$ cat src/rtl/fetch_stage.sv
// rtl/fetch_stage.sv - RV32I instruction-fetch stage: PC, ROM address, IF/ID register
module fetch_stage #(
  parameter logic [31:0] RESET_PC  = 32'hBFC00000,
  parameter int          ROM_BYTES = 4096,
  parameter logic [31:0] NOP_INSTR = 32'h00000013
) (
  input  logic        clk,
  input  logic        rst,
  input  logic        stall,
  input  logic        flush,
  input  logic        redirect,
  input  logic [31:0] redirect_pc,
  output logic [31:0] imem_addr,
  input  logic [31:0] imem_dout,
  output logic [31:0] pc_f,
  output logic [31:0] instr_d,
  output logic [31:0] pc_d,
  output logic [31:0] pc_plus4_d,
  output logic        valid_d,
  output logic        fetch_fault,
  output logic [31:0] fetch_count
);

  // Highest word address that still lies inside the ROM.
  localparam logic [31:0] LAST_PC = RESET_PC + 32'(ROM_BYTES - 4);

  logic [31:0] pc;
  logic [31:0] pc_plus4;
  logic        bad;
  logic        if_load;

  // Fault detection and the "IF/ID takes a fresh fetch" qualifier.
  always_comb begin
    pc_plus4 = pc + 32'd4;
    bad      = (pc[1:0] != 2'b00) || (pc < RESET_PC) || (pc > LAST_PC);
    if_load  = !redirect && !flush && !stall;
  end

  assign imem_addr = pc;
  assign pc_f      = pc;

  // Program counter: a redirect beats a stall so a resolved branch is never lost.
  always_ff @(posedge clk) begin
    if (rst) begin
      pc <= RESET_PC;
    end else if (redirect) begin
      pc <= redirect_pc;
    end else if (!stall) begin
      pc <= pc_plus4;
    end
  end

  // IF/ID register: bubbles on redirect/flush, holds on stall, bubbles on a bad fetch.
  always_ff @(posedge clk) begin
    if (rst) begin
      instr_d    <= NOP_INSTR;
      pc_d       <= 32'd0;
      pc_plus4_d <= 32'd0;
      valid_d    <= 1'b0;
    end else if (redirect || flush) begin
      instr_d <= NOP_INSTR;
      valid_d <= 1'b0;
    end else if (!stall) begin
      pc_d       <= pc;
      pc_plus4_d <= pc_plus4;
      if (bad) begin
        instr_d <= NOP_INSTR;
        valid_d <= 1'b0;
      end else begin
        instr_d <= imem_dout;
        valid_d <= 1'b1;
      end
    end
  end

  // Sticky fault flag and count of real instructions handed to decode.
  always_ff @(posedge clk) begin
    if (rst) begin
      fetch_fault <= 1'b0;
      fetch_count <= 32'd0;
    end else if (if_load) begin
      if (bad) begin
        fetch_fault <= 1'b1;
      end else begin
        fetch_count <= fetch_count + 32'd1;
      end
    end
  end

endmodule

$ cat config.mk
export PLATFORM = sky130hd
export DESIGN_NAME = fetch_stage
export DESIGN_NICKNAME = d
export VERILOG_FILES = /design/src/rtl/fetch_stage.sv
export SDC_FILE = /design/constraint.sdc
export NUM_CORES = 1
export LEC_CHECK = 0
export ABC_AREA = 1
export ABC_CLOCK_PERIOD_IN_PS = 3100
export CORE_ASPECT_RATIO = 0.7
export CORE_MARGIN = 1
export CORE_UTILIZATION = 35
export DETAILED_ROUTE_END_ITERATION = 6
export PLACE_DENSITY = 0.65
export SLEW_MARGIN = 20
export SYNTH_ARGS = -nofsm -noshare
export SYNTH_HDL_FRONTEND = slang
export SYNTH_SLANG_ARGS = --single-unit
export TNS_END_PERCENT = 5
$ cat constraint.sdc
create_clock -name clk -period 3.1 [get_ports clk]
set_input_delay 0.465 -clock clk [delete_from_list [all_inputs] [get_ports clk]]
set_output_delay 0.465 -clock clk [all_outputs]
set_load 0.01 [all_outputs]
==> results by group, run 1 <==
Yosys
  • Flops & latches, synth: 160
  • Yosys cell types: 38
  • Mapped Cells: 1164
  • Syn_nets: 1235
  • Async SR Flop Fraction: 0%
  • Main synth FF type: dfxtp_1
  • Yosys warns: 0
  • Synth Cell Area: 7850 um^2
  • Seq/Total Area, Yosys: 40.8%
  • Post-synth EDFFs: 0
  • Syn Area/Cell: 6.74 um^2

Worst hold path
  • Worst Hold Class: flip-flop to flip-flop
  • Worst hold start: valid_d$_SDFFE_PP0N_

Floorplan
  • Area of the die: 23000 um^2
  • Die W: 181 um
  • Core Box Area: 21800 um^2
  • Standard-cell rows: 45
  • Starting Density: 35.9%
  • Boundary Pins: 263
  • Die height: 127 um

Pwr
  • Switching fraction of total power: 25.6%
  • Switching pwr: 1.31 mW
  • Combinational share of power: 13.1%
  • Total power divided by cell area: 460 nW/um^2
  • Clock power share: 43.9%
  • Power, Total: 5.10 mW
  • Leakage: 4.17 nW
  • Pint: 3.79 mW
  • Worst VDD drop: 0.367 mV
  • Sequential power share: 42.9%

Placed design
  • Post-place setup slack: 614 ps
  • Detailed Place HPWL: 20100 um
  • GP Congestion: 0.917
  • DP Area: 10500 um^2
  • Port Buffers: 262

Global routing
  • GRT Overall Usage: 23.7%
  • Initial antenna violation count: 0
  • Largest net degree at the start of global routing: 68
  • Vias in the first global route: 7272
  • First-pass GRT wire length: 41900 um
  • Gr busiest metal: met1
  • Met3 usage: 7.55%
  • Met1 Track Usage GR: 34.8%
  • Global routing met2 resource utilization: 33.2%
  • Total gr overflow: 0

Detailed routing
  • Initial DRC count: 752
  • Final ANT Viol Nets: 0
  • Via count of the routed design: 8201
  • DRT Pass-1 Iters: 7
  • Via-per-instance ratio: 4.90
  • Routed wire length: 27400 um
  • Routed WL per cell: 16.4 um
  • Remaining DRCs: 4

Finish
  • Layout cells sized above 1: 5.76%
  • Syn-to-layout area delta: 41.4%
  • Fin util: 50.8%
  • Ant. Diodes: 0
  • Multi-input logic area: 3750 um^2
  • Seq. cell area: 3200 um^2
  • NumNets Final: 1449
  • Fillers: 2187
  • Post-route cell area: 11100 um^2

Clocking
  • Hold_buf cts: 0
  • CTS Sinks: 160
  • Root buffer selected by CTS: clkbuf_16
  • TritonCTS Buffers: 17
  • Max Buffers Root-to-Sink: 2
  • CTS resizes: 0
  • CTS tree: yes
  • Clk Latency, worst-skew pair: 440 ps
  • Post-CTS setup buffer count: 0
  • Clock transition at the registers of the reported paths: 60 ps
  • H-tree Lvls: 4

Timing
  • Slew @ Worst Pin: 872 ps
  • # setup viols final: 0
  • Final Cycle Share: 69.7%
  • Setup TNS Final: 0 ps
  • Fmax achieved: 0.462 GHz
  • Post-route minimum period: 2160 ps
  • Worst setup margin: 938 ps
  • Pins over their slew limit: 0
  • Final hold vios: 0
  • RSZ-0062 raised after global routing: false
  • Clock Skews: 11.4 ps
  • Worst slew margin: 41.5%

Run
  • Maxcap violations: 0

Run status
  • Status: finished, violations left
  • Failing checks: design-rule violations

Setup path
  • R2R Setup Slk: 940 ps
  • R2r endpoint: imem_addr[16]$_SDFFE_PP0N_
  • CP max FO: 5
  • Crit path capture type: flip-flop
  • Worst endpoint data arrival time: 2450 ps
  • Critical path class: flip-flop to flip-flop
  • Critical Path Start Type: flip-flop
  • Worst Reg-to-Reg Cells: 8
  • Critical Path RT: 3390 ps
  • R2r startpoint: imem_addr[3]$_SDFFE_PP0N_
  • CP Capture Point: imem_addr[16]$_SDFFE_PP0N_
  • Worst setup path start: imem_addr[3]$_SDFFE_PP0N_
Yosys cell counts, drive strengths merged, types with 5 or more instances:
| master | number | area share, % |
|---|---|---|
| a31oi | 11 | 0.88 |
| nor2 | 165 | 9.0 |
| xor2 | 21 | 2.3 |
| o211ai | 5 | 0.48 |
| inv | 111 | 5.3 |
| clkbuf | 29 | 1.4 |
| nand4 | 16 | 1.5 |
| a21oi | 110 | 7.1 |
| o21ai | 65 | 4.1 |
| dfxtp | 160 | 41 |
| nand2 | 347 | 17 |
| nor3 | 17 | 1.2 |
| buf | 55 | 4.6 |
| nand3 | 33 | 2.3 |
cells by family (layout without fill, tap and decap cells):
family          after synthesis  count (layout)  synth area share, %
simple gates                584             584                 31.5
compound gates              201             201                 13.5
buf+inv                     195             421                 11.3
flops                       160             160                 40.8
xor+xnor                     22              22                 2.46
fa+ha+maj                     2               2                0.319
final cells by class:
cell class,count,share of cell area [%]
clock buffers,20,4.03
multi-input cells,809,33.8
well taps,282,3.18
repair buffers,279,24.9
clock inverters,11,1.48
flip-flops and latches,160,28.9
inverters,111,3.76
layer usage:
layer / wire length, um / vias up
li1: - / 4081
met1: 13200 / 3735
met2: 11100 / 362
met3: 2780 / 23
met4: 291 / 0
met5: 0 / -
power groups by stage:
stage / logic, mW / clock network [mW] / registers, mW
CTS: 0.671 / 2.29 / 2.19
finish: 0.670 / 2.24 / 2.19
floorplan: 0.313 / 0 / 2.24
detailed placement: 0.667 / 0 / 2.24
global placement: 0.665 / 0 / 2.23
global route: 0.723 / 2.37 / 2.20
sequential cells by signal (all words and copies together) (netlist names):
name / cells
pc_plus4_d: 30
valid_d: 1
pc_d: 32
imem_addr: 32
instr_d: 32
fetch_count: 32
fetch_fault: 1
layout by cell type, fill, tap and decap left out, drive strengths merged:
| master | n |
|---|---|
| buf | 18 |
| nand2 | 347 |
| a211oi | 1 |
| nand3 | 33 |
| and3 | 1 |
| xor2 | 21 |
| clkinv | 6 |
| dfxtp | 160 |
| o21ai | 65 |
| o22ai | 3 |
| clkdlybuf4s50 | 261 |
| xnor2 | 1 |
| nor4 | 1 |
| inv | 110 |
| nor3 | 17 |
| nor2 | 165 |
| clkinvlp | 2 |
| nand3b | 3 |
| bufinv | 4 |
| or2 | 1 |
| clkbuf | 20 |
| a21oi | 110 |
| a221oi | 3 |
| o21bai | 3 |
| nand4 | 16 |
| ha | 2 |
| a31oi | 11 |
| o211ai | 5 |
through the flow:
| step | std cells | hold WS, ps |
|---|---|---|
| finish | 1672 | 461 |
| global route | 1672 | 477 |
| CTS | 1672 | 465 |
| detailed placement | 1641 | 455 |
| global placement | 1641 | 446 |
| floorplan | 1164 | 481 |
how the worst min path moves through the flow:
stage,cells past startpoint,to,slack (ps)
after floorplan,2,valid_d$_SDFFE_PP0N_,480
after global placement,2,valid_d$_SDFFE_PP0N_,450
after detailed placement,2,instr_d[17]$_SDFFE_PP0N_,460
after CTS,2,valid_d$_SDFFE_PP0N_,470
after global routing,2,instr_d[17]$_SDFFE_PP0N_,480
final,2,valid_d$_SDFFE_PP0N_,460
worst max-delay path, stage by stage (launching register included):
cell,delay [ps]
dfxtp_1,430
ha_1,220
nand2_1,80
nor2_2,230
nand3_1,280
nor3_1,380
xor2_1,160
a21oi_1,190
nor2_1,60
Note: power is estimated with default switching activity, not from simulation.
==> run 2: changes to the inputs <==
--- a/config.mk
+++ b/config.mk
@@ -6,7 +6,7 @@
 export NUM_CORES = 1
 export LEC_CHECK = 0
 export ABC_AREA = 1
-export ABC_CLOCK_PERIOD_IN_PS = 3100
+export ABC_CLOCK_PERIOD_IN_PS = 2000
 export CORE_ASPECT_RATIO = 0.7
 export CORE_MARGIN = 1
 export CORE_UTILIZATION = 35
==> constraint.sdc (replaced) <==
create_clock -name clk -period 2 [get_ports clk]
set_input_delay 0.3 -clock clk [delete_from_list [all_inputs] [get_ports clk]]
set_output_delay 0.3 -clock clk [all_outputs]
set_load 0.01 [all_outputs]
==> run 2 against run 1 <==
The flow now finishes without violations. Core utilization increased by 1.7 points. Flip-flop and latch count unchanged. Non-clock buffer count is 43 higher. Critical path depth down 6. Register-to-register slack got worse by 820 ps. Sequential power grew 54%. Design area grew 3.3%. Clock power is 44% higher. Via count up 1.3%. Critical path type is now flip-flop to primary output. Die area is the same. Hold slack got worse by 160 ps.
==> results by group, run 2 (same netlist as run 1, synthesis figures left out) <==
Run status
  • Status: finished clean

Timing
  • Pins over their slew limit: 0
  • # setup viols final: 0
  • Final Cycle Share: 96.0%
  • Fmax achieved: 0.521 GHz
  • Worst setup margin: 79.7 ps
  • Worst slew margin: 68.0%
  • Final hold vios: 0
  • Slew @ Worst Pin: 478 ps
  • Hold WS: 303 ps
  • Clock Skews: 8.88 ps
  • Post-route minimum period: 1920 ps
  • RSZ-0062 raised after global routing: true

Pwr
  • Total power divided by cell area: 675 nW/um^2
  • Leakage: 4.38 nW
  • Worst VDD drop: 0.545 mV

Floorplan
  • Boundary Pins: 263
  • Die height: 127 um
  • Core Box Area: 21800 um^2
  • Area of the die: 23000 um^2
  • Die W: 181 um
  • Starting Density: 35.9%
  • Standard-cell rows: 45

Detailed routing
  • Routed WL per cell: 16.1 um
  • Via count of the routed design: 8309
  • Initial DRC count: 641
  • Routed wire length: 27700 um
  • DRT Pass-1 Iters: 5
  • Via-per-instance ratio: 4.84
  • Remaining DRCs: 0
  • Final ANT Viol Nets: 0

Setup path
  • Crit-path leading delay family: buffers and inverters
  • Worst setup path start: imem_addr[15]$_SDFFE_PP0N_
  • Slowest-stage cell, CP: clkdlybuf4s50_1
  • Critical path class: flip-flop to primary output
  • CP cell instances: buf_4 > clkdlybuf4s50_1
  • Crit path capture type: primary output
  • Critical Path Start Type: flip-flop
  • Slowest Stage Delay on Critical Path: 540 ps
  • Critical Path RT: 1700 ps
  • Worst endpoint data arrival time: 1620 ps
  • R2r startpoint: imem_addr[2]$_SDFFE_PP0N_
  • CP max FO: 6
  • Buf/Inv on CP: 2

Finish
  • Post-route cell area: 11500 um^2
  • Layout cells sized above 1: 9.21%
  • Commonest non-fill, non-tap cell in the layout: nand2_1
  • Fillers: 2166
  • Leading cell types in the layout, fill and taps excluded: 341 x nand2_1, 261 x clkdlybuf4s50_1, 157 x dfxtp_1
  • Syn-to-layout area delta: 46.1%
  • NumNets Final: 1492
  • Ant. Diodes: 0

Clocking
  • Max Buffers Root-to-Sink: 2
  • H-tree Lvls: 4
  • CTS tree: yes
  • Root buffer selected by CTS: clkbuf_16
  • Clock transition at the registers of the reported paths: 60 ps
  • CTS Sinks: 160
  • Post-CTS setup buffer count: 0
  • Clk Latency, worst-skew pair: 430 ps
  • Hold_buf cts: 0
  • TritonCTS Buffers: 17

Placed design
  • Port Buffers: 262
  • Post-place setup slack: -93.2 ps
  • Detailed Place HPWL: 21000 um
  • GP Congestion: 0.941
  • DP Area: 10800 um^2

Global routing
  • First-pass GRT wire length: 42500 um
  • Total gr overflow: 0
  • Vias in the first global route: 7545
  • Initial antenna violation count: 0
  • Largest net degree at the start of global routing: 50
  • GRT Overall Usage: 24.0%

Run
  • Maxcap violations: 0

Worst hold path
  • Worst hold start: rst
  • Worst Hold Class: primary input to flip-flop
-- run 2: changes by cell type in the layout (fill, tap and decap cells not counted), moves of 2 or more --
| cell | delta |
|---|---|
| buf_4 | +40 |
| buf_12 | +3 |
| dfxtp_1 | -3 |
| dfxtp_2 | +3 |
| nor2_1 | -3 |
| bufinv_16 | -2 |
| nor2_2 | +2 |
-- run 2: per-layer routing --
layer / up-vias / track usage, % / routed length (um)
met1: 3781 / 34.8 / 13400
met4: 0 / 5.73 / 307
met5: - / 0 / 0
met2: 334 / 34.3 / 11300
met3: 16 / 7.58 / 2640
li1: 4178 / - / -
-- run 2: cell type report --
class	count	area (um^2)	share of cell area [%]
clock inverter	10	111	0.972
sequential	160	3210	28.0
timing repair buffer	322	3120	27.2
tap	282	353	3.08
clock buffer	21	460	4.02
multi-input combinational	809	3790	33.1
inverter	111	417	3.64
-- run 2: worst paths after layout --
check                                     end  slack (ps)  depth (start not counted)
setup reg to reg  pc_plus4_d[31]$_SDFFE_PP0P_         120                          9
hold reg to reg      instr_d[17]$_SDFFE_PP0N_         460                          2
setup / recovery                     pc_f[15]          80                          2
hold / removal           pc_d[2]$_SDFFE_PP0P_         300                          2
-- run 2: stage by stage --
| step | std cells | total power [mW] | setup TNS (ps) | utilization (%) |
|---|---|---|---|---|
| finish | 1715 | 7.73 | 0 | 52.5 |
| global route | 1715 | 8.05 | -17.2 | 52.5 |
| CTS | 1715 | 7.81 | 0 | 52.3 |
| detailed placement | 1684 | 4.57 | -359 | 49.6 |
| global placement | 1684 | 4.57 | -33.1 | 49.6 |
| floorplan | 1164 | 3.96 | 0 | - |
-- run 2: where the power goes --
group / switching, mW / total, mW / internal [mW]
sequential: 0.0837 / 3.37 / 3.28
combinational: 0.592 / 1.14 / 0.550
clock: 1.33 / 3.22 / 1.89
-- run 2: what timing repair did --
action / in CTS / in global routing
setup endpoints to repair: 2 / 22
pin swaps: 0 / 0
endpoints found under the hold margin: 0 / 0
resized for setup: 1 / 11
==> run 3: changes to the inputs <==
==> constraint.sdc (replaced) <==
create_clock -name clk -period 2 [get_ports clk]
set_input_delay 0.3 -clock clk [delete_from_list [all_inputs] [get_ports clk]]
set_output_delay 0.3 -clock clk [all_outputs]
set_load 0.1 [all_outputs]
==> run 3 against run 2 <==
Flip-flop and latch count did not move. Largest cell class unchanged. Clock-buffer cell count rose by 1. Critical path type is now flip-flop to flip-flop. Largest power group is now clock. Final cell count fell by 0.41%. Power rose by 15%. Core utilization fell by 2.0 points. Setup slack improved by 39 ps.
==> results by group, run 3 (same netlist as run 1, synthesis figures left out) <==
Finish
  • Commonest non-fill, non-tap cell in the layout: nand2_1
  • Ant. Diodes: 0
  • NumNets Final: 1484
  • Fin util: 50.4%
  • Leading cell types in the layout, fill and taps excluded: 341 x nand2_1, 241 x buf_4, 147 x nor2_1
  • Layout cells sized above 1: 24.7%
  • Syn-to-layout area delta: 40.4%

Setup path
  • Crit path capture type: flip-flop
  • CP max FO: 8
  • Critical Path Start Type: flip-flop
  • Critical Path RT: 2300 ps
  • Critical path class: flip-flop to flip-flop
  • Worst endpoint data arrival time: 2180 ps

Worst hold path
  • Worst Hold Class: primary input to flip-flop

Placed design
  • Port Buffers: 262
  • Detailed Place HPWL: 21000 um
  • GP Congestion: 0.930

Timing
  • Worst slew margin: 66.0%
  • # setup viols final: 0
  • Post-route minimum period: 1880 ps
  • Setup TNS Final: 0 ps
  • Pins over their slew limit: 0
  • Clock Skews: 8.40 ps
  • Fmax achieved: 0.532 GHz
  • Final Cycle Share: 94.1%
  • Slew @ Worst Pin: 507 ps
  • Final hold vios: 0
  • RSZ-0062 raised after global routing: false

Pwr
  • Total power divided by cell area: 807 nW/um^2
  • Worst VDD drop: 0.514 mV
  • Leakage: 4.72 nW
  • Power, Total: 8.89 mW

Detailed routing
  • Final ANT Viol Nets: 0
  • Remaining DRCs: 0
  • Routed WL per cell: 16.1 um
  • Routed wire length: 27500 um
  • Via-per-instance ratio: 4.91
  • Via count of the routed design: 8385
  • DRT Pass-1 Iters: 5
  • Initial DRC count: 575

Floorplan
  • Core Box Area: 21800 um^2
  • Die height: 127 um
  • Standard-cell rows: 45
  • Starting Density: 35.9%
  • Die W: 181 um
  • Boundary Pins: 263
  • Area of the die: 23000 um^2

Clocking
  • Post-CTS setup buffer count: 0
  • Clock transition at the registers of the reported paths: 60 ps
  • H-tree Lvls: 4
  • Max Buffers Root-to-Sink: 2
  • Root buffer selected by CTS: clkbuf_16
  • TritonCTS Buffers: 17
  • CTS resizes: 1
  • CTS tree: yes
  • Hold_buf cts: 0
  • CTS Sinks: 160
  • Clk Latency, worst-skew pair: 430 ps

Run
  • Maxcap violations: 0

Global routing
  • Largest net degree at the start of global routing: 45
  • Vias in the first global route: 7748
  • Total gr overflow: 0
  • First-pass GRT wire length: 42900 um
  • GRT Overall Usage: 24.0%
  • Initial antenna violation count: 0

Run status
  • Status: finished clean
==> run 3: area by class of cell <==
cell class	count	area, um^2
Fill cell	2213	10800
Inverter	111	417
Clock inverter	10	160
Clock buffer	22	454
Sequential cell	160	3260
Multi-Input combinational cell	809	3790
Timing Repair Buffer	314	2580
Tap cell	282	353
==> run 3: final timing paths <==
path	start	end	slack [ps]	depth (start not counted)
setup reg to reg	imem_addr[3]$_SDFFE_PP0N_	fetch_count[18]$_SDFFE_PP0P_	120	10
hold / removal	rst	fetch_count[28]$_SDFFE_PP0P_	300	2
setup / recovery	imem_addr[3]$_SDFFE_PP0N_	fetch_count[18]$_SDFFE_PP0P_	120	10
hold reg to reg	instr_d[26]$_SDFFE_PP0N_	instr_d[26]$_SDFFE_PP0N_	470	2
==> run 3: per-stage QoR <==
step	hold WS, ps	setup slack, ps	cell area (um^2)	std cells
2_1_floorplan	430	-92.0	7900	1164
3_3_place_gp	447	-39.8	10400	1676
3_5_place_dp	456	-85.9	10400	1676
4_1_cts	279	56.8	11000	1708
5_1_grt	295	8.77	11000	1708
6_report	298	119	11000	1708
==> run 3: critical path, stage by stage, from the launching register on <==
cell and delay, ps:
dfxtp_4 370, ha_1 180, nand2_1 100, nor2_4 180, nand2_1 180, inv_1 150
nand3_1 140, nand2_4 170, nand3_4 130, nand2_1 90, a21oi_1 60
==> run 3: power breakdown <==
group / switching (mW) / internal (mW) / leakage (nW)
Clock: 1.35 / 2.12 / 0.298
Sequential: 0.112 / 3.29 / 1.31
Combinational: 1.52 / 0.488 / 3.11
Total: 2.99 / 5.90 / 4.72
==> run 3: metal layers <==
layer / track usage, % / vias to the layer above / part of all wire (%)
met5: 0 / - / 0
met4: 6.33 / 0 / 1.2
met3: 7.38 / 18 / 9.7
met2: 33.7 / 365 / 40
met1: 35.0 / 3834 / 49
li1: - / 4168 / -
